[config.mk]
export PLATFORM = sky130hd
export DESIGN_NAME = sdm_interp_feeder
export DESIGN_NICKNAME = d
export VERILOG_FILES = /design/src/rtl/sdm_pkg.sv /design/src/rtl/sdm_ce_div.sv /design/src/rtl/sdm_interp_feeder.sv
export SDC_FILE = /design/constraint.sdc
export NUM_CORES = 1
export LEC_CHECK = 0
export CELL_PAD_IN_SITES_DETAIL_PLACEMENT = 1
export CELL_PAD_IN_SITES_GLOBAL_PLACEMENT = 2
export CORE_ASPECT_RATIO = 1.5
export CORE_MARGIN = 2
export CORE_UTILIZATION = 35
export DETAILED_ROUTE_END_ITERATION = 10
export PLACE_DENSITY_LB_ADDON = 0.08
export SLEW_MARGIN = 20
export SYNTH_ARGS = -nofsm -noshare
export SYNTH_HDL_FRONTEND = slang
export SYNTH_SLANG_ARGS = --single-unit
[constraint.sdc]
create_clock -name i_clk -period 6.1 [get_ports i_clk]
set_clock_uncertainty 0.1 [all_clocks]
set_input_delay 0.915 -clock i_clk [delete_from_list [all_inputs] [get_ports i_clk]]
set_output_delay 0.915 -clock i_clk [all_outputs]
set_load 0.01 [all_outputs]
[src/rtl/sdm_pkg.sv]
`default_nettype none
// ============================================================================
// Module   : sdm_pkg
// Purpose  : Default sizing constants shared by the sigma-delta DAC chain.
//            The modulator top level and the interpolating feeder both
//            import these, so they agree on the sample width and timebase.
// Contents : c_sdm_width       - sample / modulator data width (unsigned)
//            c_sdm_log2_interp - log2 of the interpolation factor
//            c_sdm_ce_div      - system clocks per modulator enable strobe
// Revision : 1.0 - initial release
// ============================================================================
package sdm_pkg;

  localparam int c_sdm_width       = 8;
  localparam int c_sdm_log2_interp = 4;
  localparam int c_sdm_ce_div      = 4;

endpackage : sdm_pkg
`default_nettype wire

[src/rtl/sdm_ce_div.sv]
`default_nettype none
// ============================================================================
// Module   : sdm_ce_div
// Purpose  : Prescaler producing the modulator clock-enable timebase.
//            Counts 0..CE_DIV-1 while enabled; o_tick is high (combinational)
//            in the last count, o_sd_en is the registered copy of o_tick, so
//            it is a one-cycle strobe in the cycle after each tick.
//            CE_DIV must be at least 2.
// Ports    : i_clk    - system clock
//            i_rst_n  - asynchronous active-low reset
//            i_en     - run enable; low holds the count and suppresses ticks
//            o_tick   - internal tick, valid in the cycle the count wraps
//            o_sd_en  - registered one-cycle enable strobe
// Revision : 1.0 - initial release
// ============================================================================
module sdm_ce_div
  import sdm_pkg::*;
#(
  parameter int CE_DIV = c_sdm_ce_div
) (
  input  logic i_clk,
  input  logic i_rst_n,
  input  logic i_en,
  output logic o_tick,
  output logic o_sd_en
);

  localparam int                  c_cnt_w = (CE_DIV > 1) ? $clog2(CE_DIV) : 1;
  localparam logic [c_cnt_w-1:0]  c_last  = c_cnt_w'(CE_DIV - 1);

  logic [c_cnt_w-1:0] cnt_q, cnt_d;
  logic               sd_en_q, sd_en_d;
  logic               w_tick;

  always_comb begin
    w_tick  = i_en && (cnt_q == c_last);
    cnt_d   = cnt_q;
    if (i_en) begin
      cnt_d = w_tick ? '0 : cnt_q + c_cnt_w'(1);
    end
    sd_en_d = w_tick;
  end

  always_ff @(posedge i_clk or negedge i_rst_n) begin
    if (!i_rst_n) begin
      cnt_q   <= '0;
      sd_en_q <= 1'b0;
    end else begin
      cnt_q   <= cnt_d;
      sd_en_q <= sd_en_d;
    end
  end

  assign o_tick  = w_tick;
  assign o_sd_en = sd_en_q;

endmodule : sdm_ce_div
`default_nettype wire

[src/rtl/sdm_interp_feeder.sv]
`default_nettype none
// ============================================================================
// Module   : sdm_interp_feeder
// Purpose  : Upstream feeder for the 2nd-order sigma-delta DAC modulator.
//            Accepts unsigned samples over valid/ready into a one-deep
//            buffer and linearly interpolates between consecutive samples by
//            2**LOG2_INTERP, one step per modulator enable strobe. Flags a
//            sticky underrun when a segment ends with no new sample.
// Ports    : i_clk, i_rst_n   - clock, asynchronous active-low reset
//            i_en             - run enable; low freezes the timebase
//            i_data, i_valid  - input sample handshake (unsigned)
//            o_ready          - buffer empty, sample accepted this cycle
//            o_data           - interpolated value for the modulator
//            o_sd_en          - one-cycle modulator enable strobe
//            o_underrun       - sticky underrun flag
//            i_clr_underrun   - synchronous clear of o_underrun
// Revision : 1.0 - initial release
// ============================================================================
module sdm_interp_feeder
  import sdm_pkg::*;
#(
  parameter int WIDTH       = c_sdm_width,
  parameter int LOG2_INTERP = c_sdm_log2_interp,
  parameter int CE_DIV      = c_sdm_ce_div
) (
  input  logic             i_clk,
  input  logic             i_rst_n,
  input  logic             i_en,
  input  logic [WIDTH-1:0] i_data,
  input  logic             i_valid,
  output logic             o_ready,
  output logic [WIDTH-1:0] o_data,
  output logic             o_sd_en,
  output logic             o_underrun,
  input  logic             i_clr_underrun
);

  localparam int                      c_pw         = WIDTH + LOG2_INTERP + 1;
  localparam logic [LOG2_INTERP-1:0]  c_phase_last = '1;

  logic [LOG2_INTERP-1:0] phase_q, phase_d;
  logic [WIDTH-1:0]       prev_q, prev_d;
  logic [WIDTH-1:0]       cur_q, cur_d;
  logic [WIDTH-1:0]       nxt_q, nxt_d;
  logic                   nxt_vld_q, nxt_vld_d;
  logic [WIDTH-1:0]       data_q, data_d;
  logic                   underrun_q, underrun_d;

  logic                   w_tick;
  logic                   w_wrap;
  logic                   w_underrun_set;
  logic signed [WIDTH:0]  w_diff;
  logic signed [c_pw-1:0] w_prod;
  logic [WIDTH-1:0]       w_interp;
  logic                   w_unused_prod;

  sdm_ce_div #(
    .CE_DIV (CE_DIV)
  ) u_ce_div (
    .i_clk   (i_clk),
    .i_rst_n (i_rst_n),
    .i_en    (i_en),
    .o_tick  (w_tick),
    .o_sd_en (o_sd_en)
  );

  // prev + floor(diff * p / L). The sum always lies between prev and cur, so
  // keeping only the low WIDTH bits of the shifted product and adding modulo
  // 2**WIDTH gives the exact result. The bits dropped by the shift are the
  // floor, and the product sign bit is implied by the in-range result.
  always_comb begin
    w_diff   = $signed({1'b0, cur_q}) - $signed({1'b0, prev_q});
    w_prod   = $signed({{LOG2_INTERP{w_diff[WIDTH]}}, w_diff})
             * $signed({{(WIDTH + 1){1'b0}}, phase_q});
    w_interp = prev_q + w_prod[WIDTH+LOG2_INTERP-1:LOG2_INTERP];
    w_unused_prod = &{1'b0, w_prod[c_pw-1], w_prod[LOG2_INTERP-1:0]};
  end

  assign w_wrap  = w_tick && (phase_q == c_phase_last);
  assign o_ready = ~nxt_vld_q;

  always_comb begin
    phase_d        = phase_q;
    prev_d         = prev_q;
    cur_d          = cur_q;
    nxt_d          = nxt_q;
    nxt_vld_d      = nxt_vld_q;
    data_d         = data_q;
    w_underrun_set = 1'b0;

    if (w_tick) begin
      data_d  = w_interp;
      phase_d = phase_q + LOG2_INTERP'(1);
    end

    if (w_wrap) begin
      prev_d = cur_q;
      if (nxt_vld_q) begin
        cur_d     = nxt_q;
        nxt_vld_d = 1'b0;
      end else if (i_valid) begin
        // Sample arriving exactly on the wrap goes straight to cur.
        cur_d = i_data;
      end else begin
        w_underrun_set = 1'b1;
      end
    end else if (i_valid && !nxt_vld_q) begin
      nxt_d     = i_data;
      nxt_vld_d = 1'b1;
    end

    // A set in the same cycle as a clear keeps the flag high.
    underrun_d = w_underrun_set | (underrun_q & ~i_clr_underrun);
  end

  always_ff @(posedge i_clk or negedge i_rst_n) begin
    if (!i_rst_n) begin
      phase_q    <= '0;
      prev_q     <= '0;
      cur_q      <= '0;
      nxt_q      <= '0;
      nxt_vld_q  <= 1'b0;
      data_q     <= '0;
      underrun_q <= 1'b0;
    end else begin
      phase_q    <= phase_d;
      prev_q     <= prev_d;
      cur_q      <= cur_d;
      nxt_q      <= nxt_d;
      nxt_vld_q  <= nxt_vld_d;
      data_q     <= data_d;
      underrun_q <= underrun_d;
    end
  end

  assign o_data     = data_q;
  assign o_underrun = underrun_q;

endmodule : sdm_interp_feeder
`default_nettype wire

==> results.ini <==
[setup_path]
cp_cell_sequence = ha_1 -> fa_1 -> nor2b_1 -> o21a_1 -> nor2_1 -> xnor2_2 -> and2_1 -> ha_1 -> fa_1 -> inv_1 -> fa_1 -> inv_1 -> ha_1 -> nor4_1 -> o21ai_1 -> a21oi_2 -> nor2b_2 -> o21a_1 -> nor2_1 -> xnor2_1 -> ha_1 -> o41ai_2 -> xnor3_1 -> o21ai_1
crit_slowest_cell = fa_1
critical_path_class = flop to flop
r2r_slack_ns = 0.38
crit_top_cell = ha_1
reg2reg_depth = 24
r2r-start = prev_q[0]
start_kind = flop
crit_path_end_kind = flop
path_max_fanout = 5
arrival_ns = 5.83
critical_path.max_stage_delay_ns = 0.53
path_buf_inv = 2
worst_ep_required_time_ns = 6.21
critical-path-top-delay-family = adder cells
r2r-end = o_data[7]

[synthesis]
synth_top_area_share_pct = 31.04
ys_top_cells_by_area = dfrtp_1, ha_1, fa_1
synth_edf_count = 0
synth.distinct_cells = 39
seq_area_frac_synth_pct = 31.04
synth-async-reset-ratio_pct = 100.0
synthCells = 353
synth_area_leader_cell = dfrtp_1
synth_area_sq_um = 3306
synth_nets = 419
synth_seq_cells = 41
synth_flop_cell = dfrtp_1
yosysWarnings = 0
syn_area_per_cell_sq_um = 9.365

[cts]
cts_made_buffers = 5
cts_buffer_depth = 2
insertion_delay_ns = 0.28
clock_sinks = 41
clkSlewWorstSetupHoldPaths_ns = 0.06
cts_tree = yes
hold_buffers = 0
cts_max_level = 2
clockRootBuffer = clkbuf_16

[floorplanning]
start_util_pct = 35.93
die-area_sq_um = 10250
placementRows = 43
io_pins = 24
die_width_um = 83.35
die_h_um = 123.0
coreArea_sq_um = 9200

[power]
leakagePower_nw = 1.975
ir_drop_uv = 258.6
power_density_nw_per_um2 = 400.2

[sta]
setup_ws_ns = 0.3841
drv_slew = 0
tightestPinTransition_ns = 0.9357
fin_setup_tns_ns = 0
rsz0062_at_grt = false
setup-violations-final = 0
fin_crit_sh_pct = 93.70
relSlewSlack_pct = 37.62
fmax_mhz = 175.0
hold_viol = 0
fin_crit_ns = 5.716

[detailed_routing]
vias_per_cell = 4.871
ant_nets = 0
wl_mm = 7.448
first_pass_iters = 4
post_drt_wl_per_cell_um = 15.20
drtIter0Drc = 23
drt_drc_violations_left = 0
vias = 2387

[flow_run]
drv_cap = 0

[placed_design]
gp_congestion = 0.7650
dp_slack_ns = 0.09152
dpl.hpwl_mm = 6.109
io_buffers = 23

[worst_hold_path]
hold_path_end = o_data[1]
hp-class = flop to flop
min_path_cells = 2
hp-start = o_data[1]

[outcome]
outcome = finished, final reports clean

[layout]
area.growth.synth_to_final_pct = 16.65
nets = 443
antenna_cells = 0
layout-drive-gt1-share_pct = 7.143

[global_route]
globalRouteOverflowTotal = 0
grt_pass1_wl_mm = 12.56
grt_antenna_before_repair = 0
grt_pass1_vias = 2492
grt_max_degree = 42
grt_usage_pct = 15.79

==> layout make-up <==
type	count	area, sq um
tap	112	140.1
inverter	47	176.4
multi-input combinational	256	2092
clock buffer	7	142.6
sequential	41	1027
fill	1049	5344
timing repair buffer	26	247.7
clock inverter	1	30.03
==> routing by layer <==
| metal | part of all wire (%) | global-route usage, % | vias up |
|---|---|---|---|
| met3 | 1.7 | 1.802 | 5 |
| met4 | 1.4 | 4.918 | 0 |
| li1 | - | - | 1194 |
| met5 | 0 | 0 | - |
| met1 | 41 | 18.47 | 1166 |
| met2 | 56 | 30.09 | 22 |
==> what timing repair did <==
item | in CTS | in global routing
gates resized for setup | 0 | 7
endpoints found under the setup margin | 0 | 2
buffers inserted | 0 | 2
==> worst reg2reg max path, stage by stage, from the launching register on <==
cell and delay, ns:
dfrtp_1 0.39, ha_1 0.23, fa_1 0.42, nor2b_1 0.17, o21a_1 0.13, nor2_1 0.06, xnor2_2 0.15, and2_1 0.17
ha_1 0.31, fa_1 0.53, inv_1 0.05, fa_1 0.53, inv_1 0.04, ha_1 0.25, nor4_1 0.27, o21ai_1 0.11
a21oi_2 0.19, nor2b_2 0.07, o21a_1 0.16, nor2_1 0.12, xnor2_1 0.08, ha_1 0.22, o41ai_2 0.35, xnor3_1 0.44
o21ai_1 0.11
==> synth_stat cells, types with 3 or more instances <==
cell      number
a21o_1         3
a21oi_1       14
and2_1        20
buf_2          4
clkbuf_1       4
dfrtp_1       41
fa_1          17
ha_1          36
inv_1         46
mux2_1         6
mux2_2         3
mux2i_1        9
nand2_1       37
nor2_1        22
nor2b_1       11
nor3_1         6
o21a_1         4
o21ai_1       20
xnor2_1       19
xor2_1         7
==> registers in the layout (all words and copies together) (netlist names) <==
signal / count
nxt_q: 8
u_ce_div.cnt_q: 2
o_data: 8
u_ce_div.o_sd_en: 1
o_underrun: 1
nxt_vld_q: 1
cur_q: 8
phase_q: 4
prev_q: 8
==> cells in the final DEF (no fill, tap or decap), types with 2 or more instances in the layout <==
cell | synthesis | final
inv_1 | 46 | 46
dfrtp_1 | 41 | 40
nand2_1 | 37 | 37
ha_1 | 36 | 36
nor2_1 | 22 | 22
clkdlybuf4s50_1 | 0 | 22
o21ai_1 | 20 | 20
and2_1 | 20 | 20
xnor2_1 | 19 | 17
fa_1 | 17 | 17
a21oi_1 | 14 | 14
nor2b_1 | 11 | 9
mux2i_1 | 9 | 9
xor2_1 | 7 | 7
mux2_1 | 6 | 6
nor3_1 | 6 | 5
clkbuf_16 | 0 | 5
o21a_1 | 4 | 4
a21o_1 | 3 | 3
mux2_2 | 3 | 3
buf_4 | 1 | 3
o21bai_1 | 2 | 2
a21oi_2 | 2 | 2
nor2b_2 | 0 | 2
xnor2_2 | 0 | 2
nand4_1 | 2 | 2
nand3_1 | 2 | 2
==> through the flow <==
stage | area, sq um | hold slack (ns) | power [mW] | util (%) | instances
after floorplan | 3306 | 0.3569 | 1.003 | - | 353
after global placement | 3636 | 0.3601 | 1.232 | 39.52 | 480
after detailed placement | 3636 | 0.3761 | 1.252 | 39.52 | 480
after CTS | 3809 | 0.3900 | 1.575 | 41.40 | 488
after global routing | 3856 | 0.4051 | 1.686 | 41.91 | 490
final | 3856 | 0.3805 | 1.543 | 41.91 | 490
==> logic make-up after synthesis <==
group | count (synthesis) | synth area share (%)
xor gates and xnor gates | 27 | 7.570
and+or+nand+nor | 107 | 15.71
buffers and inverters | 56 | 6.624
adders and majority gates | 53 | 23.92
DFF | 41 | 31.04
muxes | 18 | 5.791
AOI/OAI and AO/OA | 51 | 9.349
==> where the power goes <==
part	total, mW	switching, mW	internal, mW	leakage [nW]
Combinational	0.826	0.411	0.414	1.39
Clock	0.306	0.102	0.204	0.0841
Sequential	0.411	0.0816	0.330	0.500
Total	1.54	0.595	0.948	1.98
==> how the worst max path moves through the flow <==
stage                          from   endpoint  slack, ns  cells past startpoint
after global placement    prev_q[1]  o_data[7]       0.21                     26
final                     prev_q[0]  o_data[7]       0.38                     24
after global routing      prev_q[1]  o_data[7]       0.02                     27
after floorplan           prev_q[0]  o_data[7]       0.68                     24
after CTS                 prev_q[1]  o_data[7]       0.04                     26
after detailed placement  prev_q[1]  o_data[7]       0.09                     26
Note: power is estimated with default switching activity, not from simulation.
